## src/rtl/occupancy_pkg.sv

```systemverilog
// Shared types and constants for the parking-gate occupancy tracker.
package occupancy_pkg;

  localparam int DEFAULT_WIDTH     = 8;
  localparam int DEFAULT_MAX_COUNT = 255;

  typedef enum logic [2:0] {
    IDLE,
    EN1,
    EN2,
    EN3,
    EX1,
    EX2,
    EX3,
    WAIT
  } state_t;

  // Sensor codes are written as {a,b}: a is the outer beam, b the inner beam.
  localparam logic [1:0] S_CLEAR = 2'b00;
  localparam logic [1:0] S_OUTER = 2'b10;
  localparam logic [1:0] S_BOTH  = 2'b11;
  localparam logic [1:0] S_INNER = 2'b01;

endpackage

```

## src/rtl/occupancy_fsm.sv

```systemverilog
// Decodes the two-beam sensor sequence of a car passage into one-cycle
// entry/exit pulses; entry_evt/exit_evt flag the edge on which they fire.
module occupancy_fsm
  import occupancy_pkg::*;
(
  input  logic clk,
  input  logic reset,
  input  logic a,
  input  logic b,
  output logic entry,
  output logic exit,
  output logic entry_evt,
  output logic exit_evt
);

  state_t     state;
  logic [1:0] sensors;

  assign sensors   = {a, b};
  assign entry_evt = (state == EN3) && (sensors == S_CLEAR);
  assign exit_evt  = (state == EX3) && (sensors == S_CLEAR);

  // Any jump that skips a step of a passage parks the decoder in WAIT until the gate is clear.
  always_ff @(posedge clk or posedge reset) begin
    if (reset) begin
      state <= IDLE;
      entry <= 1'b0;
      exit  <= 1'b0;
    end else begin
      entry <= entry_evt;
      exit  <= exit_evt;
      case (state)
        IDLE: begin
          case (sensors)
            S_OUTER: state <= EN1;
            S_INNER: state <= EX1;
            S_BOTH:  state <= WAIT;
            default: state <= IDLE;
          endcase
        end
        EN1: begin
          case (sensors)
            S_BOTH:  state <= EN2;
            S_CLEAR: state <= IDLE;
            S_INNER: state <= WAIT;
            default: state <= EN1;
          endcase
        end
        EN2: begin
          case (sensors)
            S_INNER: state <= EN3;
            S_OUTER: state <= EN1;
            S_CLEAR: state <= WAIT;
            default: state <= EN2;
          endcase
        end
        EN3: begin
          case (sensors)
            S_CLEAR: state <= IDLE;
            S_BOTH:  state <= EN2;
            S_OUTER: state <= WAIT;
            default: state <= EN3;
          endcase
        end
        EX1: begin
          case (sensors)
            S_BOTH:  state <= EX2;
            S_CLEAR: state <= IDLE;
            S_OUTER: state <= WAIT;
            default: state <= EX1;
          endcase
        end
        EX2: begin
          case (sensors)
            S_OUTER: state <= EX3;
            S_INNER: state <= EX1;
            S_CLEAR: state <= WAIT;
            default: state <= EX2;
          endcase
        end
        EX3: begin
          case (sensors)
            S_CLEAR: state <= IDLE;
            S_BOTH:  state <= EX2;
            S_INNER: state <= WAIT;
            default: state <= EX3;
          endcase
        end
        default: begin
          if (sensors == S_CLEAR) state <= IDLE;
          else                    state <= WAIT;
        end
      endcase
    end
  end

endmodule

```

## src/rtl/occupancy_counter.sv

```systemverilog
// Parking-lot occupancy tracker: sequence decoder plus a saturating
// car count that updates on the same edge as the entry/exit pulse.
module occupancy_counter
  import occupancy_pkg::*;
#(
  parameter int WIDTH     = DEFAULT_WIDTH,
  parameter int MAX_COUNT = DEFAULT_MAX_COUNT
) (
  input  logic             clk,
  input  logic             reset,
  input  logic             a,
  input  logic             b,
  output logic             entry,
  output logic             exit,
  output logic [WIDTH-1:0] count
);

  localparam logic [WIDTH-1:0] MAX_VAL = MAX_COUNT[WIDTH-1:0];

  logic entry_evt;
  logic exit_evt;

  occupancy_fsm u_fsm (
    .clk       (clk),
    .reset     (reset),
    .a         (a),
    .b         (b),
    .entry     (entry),
    .exit      (exit),
    .entry_evt (entry_evt),
    .exit_evt  (exit_evt)
  );

  // Pulses still fire at the limits; only the count refuses to wrap.
  always_ff @(posedge clk or posedge reset) begin
    if (reset) begin
      count <= '0;
    end else if (entry_evt && (count != MAX_VAL)) begin
      count <= count + WIDTH'(1);
    end else if (exit_evt && (count != '0)) begin
      count <= count - WIDTH'(1);
    end
  end

endmodule

```

## config.mk

```make
export PLATFORM = sky130hd
export DESIGN_NAME = occupancy_counter
export DESIGN_NICKNAME = d
export VERILOG_FILES = /design/src/rtl/occupancy_pkg.sv /design/src/rtl/occupancy_fsm.sv /design/src/rtl/occupancy_counter.sv
export SDC_FILE = /design/constraint.sdc
export NUM_CORES = 1
export LEC_CHECK = 0
export ABC_AREA = 1
export CAP_MARGIN = 20
export CORE_ASPECT_RATIO = 1.25
export CORE_MARGIN = 5
export CORE_UTILIZATION = 40
export DETAILED_ROUTE_END_ITERATION = 16
export SETUP_SLACK_MARGIN = 0.15
export SLEW_MARGIN = 10
export SYNTH_ARGS = -nofsm -noshare
export SYNTH_HDL_FRONTEND = slang
export SYNTH_SLANG_ARGS = --single-unit
```

## constraint.sdc

```tcl
create_clock -name clk -period 4.1 [get_ports clk]
set_input_delay 1.23 -clock clk [delete_from_list [all_inputs] [get_ports clk]]
set_output_delay 1.23 -clock clk [all_outputs]
set_load 0.03 [all_outputs]
```

# == Word level (Yosys, flattened, before mapping) ==
# Index checks and enable logic that the tools add are counted.
# word_totals
wordCells,35
output_inout_bits,10
inputBits,4
regBits,13
# classes
add_sub_neg,2
n_reduce_logical,8
eq_ne,10
n_mux,11
# op_table
cell,n
$pmux 3 s3,6
$pmux 3 s7,1
$mux 8,2
$eq 3x3->1 const B,3
$add 8x1->8 const B,1
$ne 8x8->1 const B,1
$reduce_bool 8->1,1
$sub 8x1->8 const B,1
$eq 3x2->1 const B,2
$pmux 2 s3,1
$eq 2x2->1 const B,2
$logic_and 1x1->1,4
$eq 3x1->1 const B,1
$logic_not 3->1,1
$mux 3,1
$eq 2x1->1 const B,1
$logic_not 2->1,1
$reduce_bool 2->1,1

# == Depth between registers and ports, before layout ==
# logic_depth
word_depth,5
mapped_depth,13
mapped_depth_nobuf,13

# == Hierarchy ==
# From an unflattened synthesis, not the netlist that was laid out.
# unflattened
hier_cells,175
area_unflattened_um2,1208.7
# by_module_without_submodules
mod,seq_area_each_um2,instances,area_per_inst_um2,cells_each
occupancy_counter,200.2,1,688.2,98
occupancy_fsm,125.1,1,520.5,77

# == Least setup slack after synthesis ==
# OpenSTA, ideal clock, no wires.
# synth_timing
path_kind,input-to-reg
start,in a
end,reg count[3]
setup_ps,121
n_path_buf,0
t_arrival_ps,2735
stages,10
required_ps,3979
slack_ps,1244
cell_sequence,inv_1 ha_1 inv_1 nor2_4 nand2_4 ha_1 or2_1 nand2_1 xor2_1 o21ai_2
# synth_between
elab_chain_cells,4
word_cells_on_any_way,7
cone_classes,mux (1); reduce/logical (6)
# synth_rtl
element,line,source
"start, declared",occupancy_counter.sv:11,"input logic a,"
$logic_not 2->1 *,occupancy_fsm.sv:20,assign entry_evt = (state == EN3) && (sensors == S_CLEAR);
$logic_and 1x1->1 *,occupancy_fsm.sv:20,
via entry_evt,occupancy_counter.sv:20,logic entry_evt;
$logic_and 1x1->1 *,occupancy_counter.sv:38,end else if (entry_evt && (count != MAX_VAL)) begin
$mux 8 / $reduce_bool 2->1 (equally long branches),--,
"end signal, assigned",occupancy_counter.sv:39,count <= count + WIDTH'(1);
"end signal, assigned",occupancy_counter.sv:41,count <= count - WIDTH'(1);
"end, declared",occupancy_counter.sv:15,output logic [WIDTH-1:0] count
# Mark *: on every way through the listed nets, which the timed path passes. The rest lies on a longest branch.
# A chain may end at the register's enable or synchronous reset.

# == Worst setup path after layout ==
# layout_timing
start,in a
end,reg count[7]
# Same word-level chain as after synthesis.

==> reports/qor.json <==
{
  "timing_hold_violations_final": 0,
  "grt_use_total_pct": 13.7,
  "worstRegToRegCells": 12,
  "firstDrtPassIters": 4,
  "antenna-diode-count": 0,
  "worst_slew_pin_slew_ns": 0.522,
  "mostFrequentLayoutCells": "nand2_1 (40), nor2_1 (18), inv_1 (18), nand3_1 (15), ha_1 (14)",
  "grt_antenna_before_repair": 0,
  "yosysSeqAreaShare_pct": 26.8,
  "p_leak_uw": 0.000682,
  "maxCapViolations": 0,
  "regToRegStartpoint": "u_fsm.state[2]",
  "critical_path.endpoint_type": "register",
  "rsz0062_at_grt": "no",
  "worstPathMaxFanout": 10,
  "worstHoldEndpoint": "count[2]",
  "finalMaxSlewViolations": 0,
  "netlist-cell-type-count": 26,
  "cts_post_setup_buffers_inserted": 0,
  "fillCellCount": 301,
  "critical_path.reg2reg.endpoint": "count[7]",
  "power_per_standard_cell_area_nw_per_um2": 719,
  "mappedNetlistArea_um2": 1210,
  "post_cts_resized": 0,
  "detailed_place.area_um2": 1370,
  "drt-total-wl_um": 2620,
  "count_of_mapped_cells_out_of_synthesis": 166,
  "setup_tns_ns": 0,
  "status": "finished, final reports clean",
  "clock_latency_ns": 0.28,
  "cp.required_ns": 4.33,
  "cts_tree": "done",
  "vias_in_the_first_global_route": 1034,
  "worst_path_max_delay_cell": "clkdlybuf4s50_1",
  "worst_hold_path_type": "reg2reg",
  "worst_path_largest_cell_delay_ns": 0.49,
  "worstSetupPathType": "in2reg",
  "final_core_utilization_pct": 47.3,
  "path_clk_slew_ns": 0.09,
  "dp_hpwl_um": 2080,
  "postSynthAreaPerCell_um2": 7.32,
  "grt_start_max_net_pins": 14,
  "timing.slew.headroom_pct": 65.1,
  "vias": 1121,
  "h-tree-depth": 1,
  "data_arrival_time_of_the_critical_path_ns": 3.54,
  "die_h_um": 71.6,
  "max_ir_drop_vdd_mv": 0.287,
  "layout_commonest_cell": "nand2_1",
  "clock_sinks": 13,
  "post-route-cell-area_um2": 1390,
  "path_common_cell": "nand2_1",
  "die_w_um": 59.3,
  "io_pins": 14,
  "initialDrtViolationCount": 30,
  "routedWlPerCell_um": 12.1,
  "antenna_violating_nets_post_route": 0,
  "timing.clock.skew_ns": 0.0182,
  "yosys_warnings": 0,
  "clock.fmax_mhz": 302,
  "cts_root_buf": "clkbuf_4",
  "worstPathCellList": "clkdlybuf4s50_1 -> inv_1 -> ha_1 -> inv_1 -> nor2_4 -> nand2_4 -> ha_1 -> nand2_1 -> inv_1 -> a21oi_1 -> nand2_1 -> nand2_1 -> nand3_1 -> nand2_1",
  "core.rowCount": 22,
  "cts_buffers": 3,
  "portBuffers": 13,
  "timing.hold.worst.start": "count[2]",
  "setup_viol": 0,
  "syn2layout_area_growth_pct": 14.7,
  "gp_congestion": 0.859,
  "core_area_um2": 2950,
  "drive_gt1_share_pct": 10.5,
  "post_syn_nets": 185,
  "drt-vias-per-instance": 5.17,
  "worst_hold_path.num_cells": 2,
  "reg2reg_setup_slack_ns": 1.98,
  "cts_buffer_depth": 2,
  "numnets_final": 201,
  "initial_utilization_pct": 41.2,
  "final_min_period_over_clock_period_pct": 80.8,
  "synth-seq-cells": 13,
  "globalRoute.totalOverflow": 0,
  "grt_first_pass_wirelength_um": 4530,
  "post_layout_minimum_cycle_time_ns": 3.31,
  "critical_path.startpoint_type": "input port",
  "design.die.area_um2": 4250,
  "ctsHoldBuffers": 0,
  "drc": 0
}
==> cells in the mapped netlist <==
library cell / number / area, um2
nand2_1: 40 / 150
inv_1: 18 / 67.6
nor2_1: 18 / 67.6
nand3_1: 15 / 75.1
ha_1: 14 / 175
dfrtp_1: 13 / 325
nand4_1: 7 / 43.8
a21oi_1: 5 / 25.0
nor3_1: 4 / 20.0
o21ai_2: 4 / 35.0
inv_4: 3 / 18.8
o21ai_0: 3 / 15.0
xor2_1: 3 / 26.3
buf_6: 2 / 22.5
inv_2: 2 / 7.51
nand2_4: 2 / 22.5
nand3_2: 2 / 20.0
nand3b_1: 2 / 15.0
o22ai_1: 2 / 12.5
fa_1: 1 / 20.0
nor2_2: 1 / 6.26
nor2_4: 1 / 11.3
nor3_2: 1 / 10.0
o31ai_1: 1 / 7.51
or2_1: 1 / 6.26
xnor2_1: 1 / 8.76
==> routing by layer <==
layer / wire length [um] / part of all wire [%] / vias to the layer above / global-route usage [%]
met3: 137 / 5.2 / 2 / 1.98
met5: 0 / 0 / - / 0
li1: - / - / 574 / -
met2: 1190 / 45 / 36 / 20.4
met1: 1260 / 48 / 509 / 19.1
met4: 37 / 1.4 / 0 / 6.80
==> worst max-delay path by stage <==
stage,start,end,depth (start not counted)
after detailed placement,a,count[7],14
after global placement,a,count[7],14
after CTS,a,count[7],14
after global routing,a,count[7],14
after floorplan,a,count[3],10
final,a,count[7],14
==> sequential cells by signal, indices dropped and copies added, names as in the netlist <==
signal and flops:
u_fsm.entry 1, u_fsm.state 3, u_fsm.exit 1, count 8
==> area by class of cell <==
| cell class | instances | area [um2] | share of cell area (%) |
|---|---|---|---|
| repair buffers | 13 | 130 | 9.34 |
| multi-input cells | 128 | 773 | 55.5 |
| inverters | 23 | 93.8 | 6.73 |
| flip-flops and latches | 13 | 325 | 23.3 |
| clock buffers | 4 | 26.3 | 1.89 |
| well taps | 36 | 45.0 | 3.23 |
==> per-stage QoR <==
step           cells  worst slack, ns  hold WS, ns  total power, uW
2_1_floorplan    166             1.24        0.608              767
3_3_place_gp     213            0.570        0.561              910
3_5_place_dp     213            0.479        0.585              924
4_1_cts          217            0.768        0.605             1000
5_1_grt          217            0.530        0.627             1110
6_report         217            0.785        0.598             1000
==> worst max-delay path, delay by kind of cell <==
family | cells | cell delay (ns)
simple gates | 7 | 0.70
compound gates | 1 | 0.22
fa+ha+maj | 2 | 0.58
buf+inv | 4 | 0.80
==> cell families after synthesis <==
family | count (synthesis) | share of synthesized area, %
compound gates | 15 | 7.83
xor+xnor | 4 | 2.88
fa+ha+maj | 15 | 16.1
buf+inv | 25 | 9.58
flops | 13 | 26.8
simple gates | 94 | 36.9
==> report_power, final <==
group | internal (uW) | total [uW] | switching [uW]
logic | 254 | 645 | 391
registers | 179 | 278 | 98.6
clock network | 37.6 | 78.9 | 41.2
total | 471 | 1000 | 531
(Power assumes the default switching activity.)
